--- src/rtl/l1_window_accumulator.sv ---
// Sums KSIZE unsigned |x-w| magnitudes per output pixel behind a one-deep output skid.
// Optional ACC_NEGATE_EN: emit the negated sum (AdderNet similarity) instead of the raw sum.
`ifndef NBIT
`define NBIT 8
`endif

module l1_window_accumulator #(
   parameter int NBIT  = `NBIT,
   parameter int KSIZE = 9,
   parameter int ACC_W = NBIT + 4,
   parameter int CNT_W = 4
) (
   input  logic             i_clk,
   input  logic             i_rst,
   input  logic             i_clear,
   input  logic             i_valid,
   input  logic [NBIT-1:0]  i_data,
   output logic             o_ready,
   output logic             o_valid,
   input  logic             i_ready,
   output logic [ACC_W:0]   o_sum,
   output logic [CNT_W-1:0] o_tap_cnt
);

   typedef enum logic {ACC = 1'b0, HOLD = 1'b1} state_t;

   localparam logic [CNT_W-1:0] LAST_TAP = CNT_W'(KSIZE - 1);

   state_t            state_reg, state_next;
   logic [ACC_W-1:0]  acc_reg, acc_next;
   logic [CNT_W-1:0]  cnt_reg, cnt_next;
   logic [ACC_W:0]    sum_reg, sum_next;

   logic              in_fire;
   logic              out_fire;
   logic              last_tap;
   logic [ACC_W-1:0]  acc_sum;
   logic [ACC_W:0]    window_val;

   assign o_valid   = (state_reg == HOLD);
   assign o_ready   = ~o_valid | i_ready;
   assign o_sum     = sum_reg;
   assign o_tap_cnt = cnt_reg;

   assign in_fire   = i_valid & o_ready;
   assign out_fire  = o_valid & i_ready;
   assign last_tap  = (cnt_reg == LAST_TAP);
   assign acc_sum   = acc_reg + ACC_W'(i_data);

`ifdef ACC_NEGATE_EN
   assign window_val = -{1'b0, acc_sum};
`else
   assign window_val = {1'b0, acc_sum};
`endif

   always_comb begin
      state_next = state_reg;
      acc_next   = acc_reg;
      cnt_next   = cnt_reg;
      sum_next   = sum_reg;
      // A pending result drains regardless of clear; only a last-tap load can keep HOLD.
      if (out_fire) begin
         state_next = ACC;
      end
      if (i_clear) begin
         acc_next = '0;
         cnt_next = '0;
      end else if (in_fire) begin
         if (last_tap) begin
            sum_next   = window_val;
            acc_next   = '0;
            cnt_next   = '0;
            state_next = HOLD;
         end else begin
            acc_next = acc_sum;
            cnt_next = cnt_reg + 1'b1;
         end
      end
   end

   always_ff @(posedge i_clk) begin
      if (i_rst) begin
         state_reg <= ACC;
         acc_reg   <= '0;
         cnt_reg   <= '0;
         sum_reg   <= '0;
      end else begin
         state_reg <= state_next;
         acc_reg   <= acc_next;
         cnt_reg   <= cnt_next;
         sum_reg   <= sum_next;
      end
   end

endmodule

--- config.mk ---
export PLATFORM = sky130hd
export DESIGN_NAME = l1_window_accumulator
export DESIGN_NICKNAME = d
export VERILOG_FILES = /design/src/rtl/l1_window_accumulator.sv
export SDC_FILE = /design/constraint.sdc
export NUM_CORES = 1
export LEC_CHECK = 0
export ABC_CLOCK_PERIOD_IN_PS = 2300
export BUFFER_PORTS_ARGS = -buffer_cell sky130_fd_sc_hd__buf_2
export CAP_MARGIN = 10
export CORE_MARGIN = 5
export CORE_UTILIZATION = 25
export CTS_CLUSTER_DIAMETER = 30
export DETAILED_ROUTE_END_ITERATION = 12
export SYNTH_ARGS = -nofsm -noshare
export SYNTH_HDL_FRONTEND = slang
export SYNTH_SLANG_ARGS = --single-unit
--- constraint.sdc ---
create_clock -name i_clk -period 2.3 [get_ports i_clk]
set_input_delay 0.69 -clock i_clk [delete_from_list [all_inputs] [get_ports i_clk]]
set_output_delay 0.69 -clock i_clk [all_outputs]
set_load 0.05 [all_outputs]
==> results of run 1 <==
how the worst max path moves through the flow:
stage	start	end	slack, ps
after global placement	i_data[0]	acc_reg[10]$_SDFFE_PP0P_	-90
after global routing	i_data[0]	acc_reg[10]$_SDFFE_PP0P_	20
final	i_data[0]	acc_reg[10]$_SDFFE_PP0P_	110
after CTS	i_data[0]	acc_reg[10]$_SDFFE_PP0P_	80
after detailed placement	i_data[0]	acc_reg[10]$_SDFFE_PP0P_	-200
after floorplan	i_data[0]	acc_reg[10]$_SDFFE_PP0P_	10
routing by layer:
metal / up-vias / wire, um / track usage [%]
met5: - / 0 / 0
met4: 0 / 39 / 3.71
met3: 4 / 304 / 3.52
met2: 47 / 1940 / 16.4
met1: 757 / 2300 / 16.2
li1: 852 / - / -
layout make-up:
class / count / area (um2)
inverter: 8 / 30.0
tap: 77 / 96.3
timing repair buffer: 51 / 308
fill: 677 / 4280
sequential: 29 / 581
clock buffer: 7 / 86.3
multi-input combinational: 158 / 1040
worst max-delay path, delay by kind of cell:
kind                       cells  cell delay [ps]
muxes                          1              110
adders and majority gates      2              570
buffers and inverters          1              100
AOI/OAI and AO/OA              4              880
metrics by stage:
stage | utilization (%) | instances | power (mW) | hold slack, ps | setup WS [ps]
after floorplan | - | 203 | 0.624 | 436 | 12.4
after global placement | 32.0 | 323 | 0.686 | 439 | -90.3
after detailed placement | 32.0 | 323 | 0.687 | 443 | -205
after CTS | 33.3 | 330 | 1.12 | 452 | 76.9
after global routing | 33.3 | 330 | 1.16 | 469 | 18.8
final | 33.3 | 330 | 1.10 | 450 | 109
power breakdown:
part / internal, mW / switching [mW]
logic: 0.0680 / 0.0947
clock network: 0.237 / 0.188
registers: 0.510 / 0.00547
total: 0.815 / 0.288
logic make-up after synthesis:
family	after synthesis
compound gates	54
xor+xnor	4
fa+ha+maj	11
buf+inv	16
flops	29
mux	2
other cells	1
simple gates	86
layout by cell type, fill, tap and decap left out, drive strengths merged, types with 3 or more instances in the layout:
cell,count
nor2,19
o21ai,8
nand3,14
nand4,4
a22oi,4
dfxtp,29
ha,10
inv,8
a211oi,4
nand2,21
nor3,7
a21o,4
or3,5
and3,3
a21oi,18
or4,3
buf,51
clkbuf,7
==> qor.txt, run 1 <==
Setup-failing EPs final: 0
worst endpoint data arrival time: 2350 ps
crit start category: input port
Final Max Tran Viols: 0
Power Dens Cells: 515 nW/um2
CTS tree: yes
Hold Path Class: flip-flop to flip-flop
Vias: 1660
clk_lat worst skew: 280 ps
Synth Area in Simple Gates: 27.0%
critical-path maximum fanout: 3
DP Area: 2050 um2
Synth Area in Adders: 8.68%
final worst-path cycle share: 95.3%
dominant synthesized flop cell: dfxtp_1
Fin. Hold Viols: 0
Nets: 277
Synth area leader: dfxtp_1
sum of negative setup slack: 0 ps
Root Buffer: clkbuf_8
Final Critical Period: 2190 ps
Slew @ Worst Pin: 560 ps
Synth Instances: 203
HPWL after DPL: 3380 um
PortBufs: 30
Final Cell Area: 2140 um2
initial antenna violation count: 0
number of global-route vias before repair: 1578
first-pass GRT wire length: 7770 um
Yosys top cell area share: 34.7%
reg2reg end: acc_reg[10]$_SDFFE_PP0P_
leakage power figure: 0.959 nW
post-synthesis cell type count: 49
Wirelength per Cell: 13.9 um
CTS sink cnt: 29
DRC: 0
largest family of logic cells by synthesized area: simple AND/OR/NAND/NOR gates
total CTS buffers: 5
DRT iter0 DRCs: 137
CORE AREA: 6420 um2
r2r startpoint: acc_reg[0]$_SDFFE_PP0P_
Die Area: 8430 um2
reg-to-reg slack, setup: 310 ps
Starting Density: 26.0%
ant diodes: 0
Post-synth EDFFs: 0
worst hold endpoint: o_sum[0]$_SDFFE_PP0P_
Crit Path Class: input port to flip-flop
multiplexer share of the synthesized area: 1.20%
Yosys reg bits: 29
count leader, synth: dfxtp_1
asr flop ratio synth: 0%
R2R depth: 7
maximum buffer depth of the clock tree: 2
skew final: 9.96 ps
Net Count, Synth: 227
compound-gate portion of the synthesized area: 22.1%
max-capacitance violation count: 0
Final ANT Viol Nets: 0
Die H: 91.8 um
sequential fraction of the synthesis area: 34.7%
Max Freq: 456 MHz
area of the mapped netlist: 1670 um2
die width: 91.8 um
Clk pin slew, worst setup/hold paths: 60 ps
Final Wtd Congestion: 0.815
outcome: complete, no violations
Max VDD drop: 0.000200 V
DRT Pass-1 Iters: 4
Worst Setup End Kind: flip-flop
Rows: 29
critical path data required time: 2460 ps
largest net degree at the start of global routing: 16
CTS resizes: 0
max_slew headroom: 62.5%
Tot GR Track Use: 11.4%
Worst Hold Path Cells: 2
Post-CTS Hold Buffers: 0
Yosys warning total: 0
layout cells sized above 1: 27.3%
min-delay src: o_sum[0]$_SDFFE_PP0P_
slowest stage delay, CP: 360 ps
postcts setup bufs: 0
mean post-synth cell area: 8.24 um2
global route overflow: 0
I/O Pins: 32
Cell Chain, Critical Path: buf_2 > ha_1 > fa_2 > a211oi_2 > o21bai_2 > o21ai_2 > mux2i_1 > a2111oi_2
Post-Synth XOR/XNOR Area: 2.09%
CTS H-tree lvls: 2
Post-Route WL: 4580 um
RSZ-0062 raised after global routing: no
Area Overhead vs Synth: 28.0%
top cells by area, synth: dfxtp_1 35%, ha_1 7.5%, a21oi_1 5.4%, nand2_1 4.7%, nor2_1 4.3%
Commonest cells post-synth: 29 x dfxtp_1, 21 x nand2_1, 19 x nor2_1
slowest CP cell: fa_2
Vias per Instance: 5.03
Note: power is estimated with default switching activity, not from simulation.
==> run 2: changes to the inputs <==
ABC_CLOCK_PERIOD_IN_PS = 2650   (was 2300)
GPL_TIMING_DRIVEN = 0   (was unset)
clock period = 2.65 ns   (was 2.3 ns; I/O delays follow)
==> run 2 against run 1 <==
  * Register-to-register slack gained 130 ps
  * Critical endpoint unchanged
  * Largest cell class unchanged
  * Count of clock-buffer cells in the layout did not move
  * Largest power group is now clock
  * Core utilization decreased by 1.6 points
  * Final cell count decreased by 3.6%
  * Setup slack better by 25 ps
  * Sequential cell count unchanged
  * Worst hold slack improved by 3.0 ps
  * First-iteration DRC count shrank 66%
==> qor.txt, run 2 (synthesis gave the netlist of run 1 again) <==
outcome: complete, no violations
slowest stage delay, CP: 430 ps
sum of negative setup slack: 0 ps
Area Overhead vs Synth: 21.9%
worst endpoint data arrival time: 2700 ps
PortBufs: 30
Max Freq: 397 MHz
critical path data required time: 2830 ps
Starting Density: 26.0%
DRC: 0
CORE AREA: 6420 um2
Final ANT Viol Nets: 0
Setup-failing EPs final: 0
fill cell count: 691
DRT Pass-1 Iters: 4
CTS sink cnt: 29
largest net degree at the start of global routing: 11
Fin. Hold Viols: 0
Hold Path Class: flip-flop to flip-flop
Nets: 264
Wirelength per Cell: 14.0 um
DRT iter0 DRCs: 46
max_slew headroom: 46.7%
number of global-route vias before repair: 1502
Slew @ Worst Pin: 794 ps
Die H: 91.8 um
postcts setup bufs: 0
clk_lat worst skew: 280 ps
Final Max Tran Viols: 0
crit start category: input port
Pwr Total: 1.05 mW
Tot GR Track Use: 10.9%
Post-CTS Hold Buffers: 0
slowest CP cell: fa_1
global route overflow: 0
die width: 91.8 um
RSZ-0062 raised after global routing: no
final worst-path cycle share: 95.0%
max-capacitance violation count: 0
Final Critical Period: 2520 ps
leakage power figure: 0.886 nW
skew final: 7.76 ps
Worst Setup End Kind: flip-flop
Root Buffer: clkbuf_8
first-pass GRT wire length: 7400 um
Critical Path Start: i_data[0]
CTS tree: yes
total CTS buffers: 5
Max VDD drop: 0.000192 V
Power Dens Cells: 514 nW/um2
DP Worst Slack: -182 ps
maximum buffer depth of the clock tree: 2
Vias: 1594
Cell Chain, Critical Path: buf_2 > ha_1 > fa_1 > a211oi_1 > o21bai_1 > o21ai_2 > mux2i_1 > a2111oi_2
layout cells sized above 1: 20.7%
Die Area: 8430 um2
Post-Route WL: 4470 um
critical-path maximum fanout: 4
Crit Path Class: input port to flip-flop
Clk pin slew, worst setup/hold paths: 70 ps
most frequent cells in the layout: 33 x buf_2, 29 x dfxtp_1, 21 x nand2_1, 19 x nor2_1, 17 x a21oi_1
Rows: 29
Min Hold Slack: 453 ps
I/O Pins: 32
r2r startpoint: acc_reg[0]$_SDFFE_PP0P_
most common cell after layout, fill and taps aside: buf_2
setup ws final: 133 ps
CTS H-tree lvls: 2
initial antenna violation count: 0
HPWL after DPL: 3320 um
reg-to-reg slack, setup: 440 ps
ant diodes: 0
Final Wtd Congestion: 0.887
min-delay src: o_sum[0]$_SDFFE_PP0P_
CTS resizes: 0
Vias per Instance: 5.01
run 2: per-layer routing:
metal | wire length [um] | global-route usage [%] | up-vias
met1 | 2300 | 15.2 | 719
met2 | 1840 | 15.9 | 38
met5 | 0 | 0 | -
met4 | 82 | 4.33 | 0
li1 | - | - | 829
met3 | 249 | 3.03 | 8
run 2: path summary, 6_finish.rpt:
| check | to | cells after the start |
|---|---|---|
| setup / recovery | acc_reg[10]$_SDFFE_PP0P_ | 8 |
| hold / removal | o_sum[0]$_SDFFE_PP0P_ | 2 |
| setup reg to reg | acc_reg[10]$_SDFFE_PP0P_ | 7 |
| hold reg to reg | o_sum[0]$_SDFFE_PP0P_ | 2 |
run 2: through the flow:
step                      cell area [um2]  cells  util [%]
final                                2040    318      31.8
after global routing                 2040    318      31.8
after CTS                            2040    318      31.7
after detailed placement             1920    310      29.9
after global placement               1920    310      29.9
after floorplan                      1670    203         -
run 2: where the power goes:
group | switching, mW | internal, mW | total, mW
Sequential | 0.00486 | 0.442 | 0.447
Clock | 0.175 | 0.306 | 0.481
Combinational | 0.0771 | 0.0421 | 0.119
Total | 0.257 | 0.791 | 1.05
run 2: worst max-delay path: cells and delay by family:
| kind | cells | cell delay, ps |
|---|---|---|
| buffers and inverters | 1 | 100 |
| muxes | 1 | 120 |
| AOI/OAI and AO/OA | 4 | 1030 |
| adders and majority gates | 2 | 640 |
run 2: layout make-up:
type | count | area [um2] | area share [%]
clock buffer | 7 | 86.3 | 4.23
timing repair buffer | 30 | 150 | 7.36
sequential | 29 | 581 | 28.5
tap | 77 | 96.3 | 4.72
inverter | 8 | 30.0 | 1.47
clock inverter | 1 | 30.0 | 1.47
buffer | 8 | 37.5 | 1.84
multi-input combinational | 158 | 1030 | 50.4
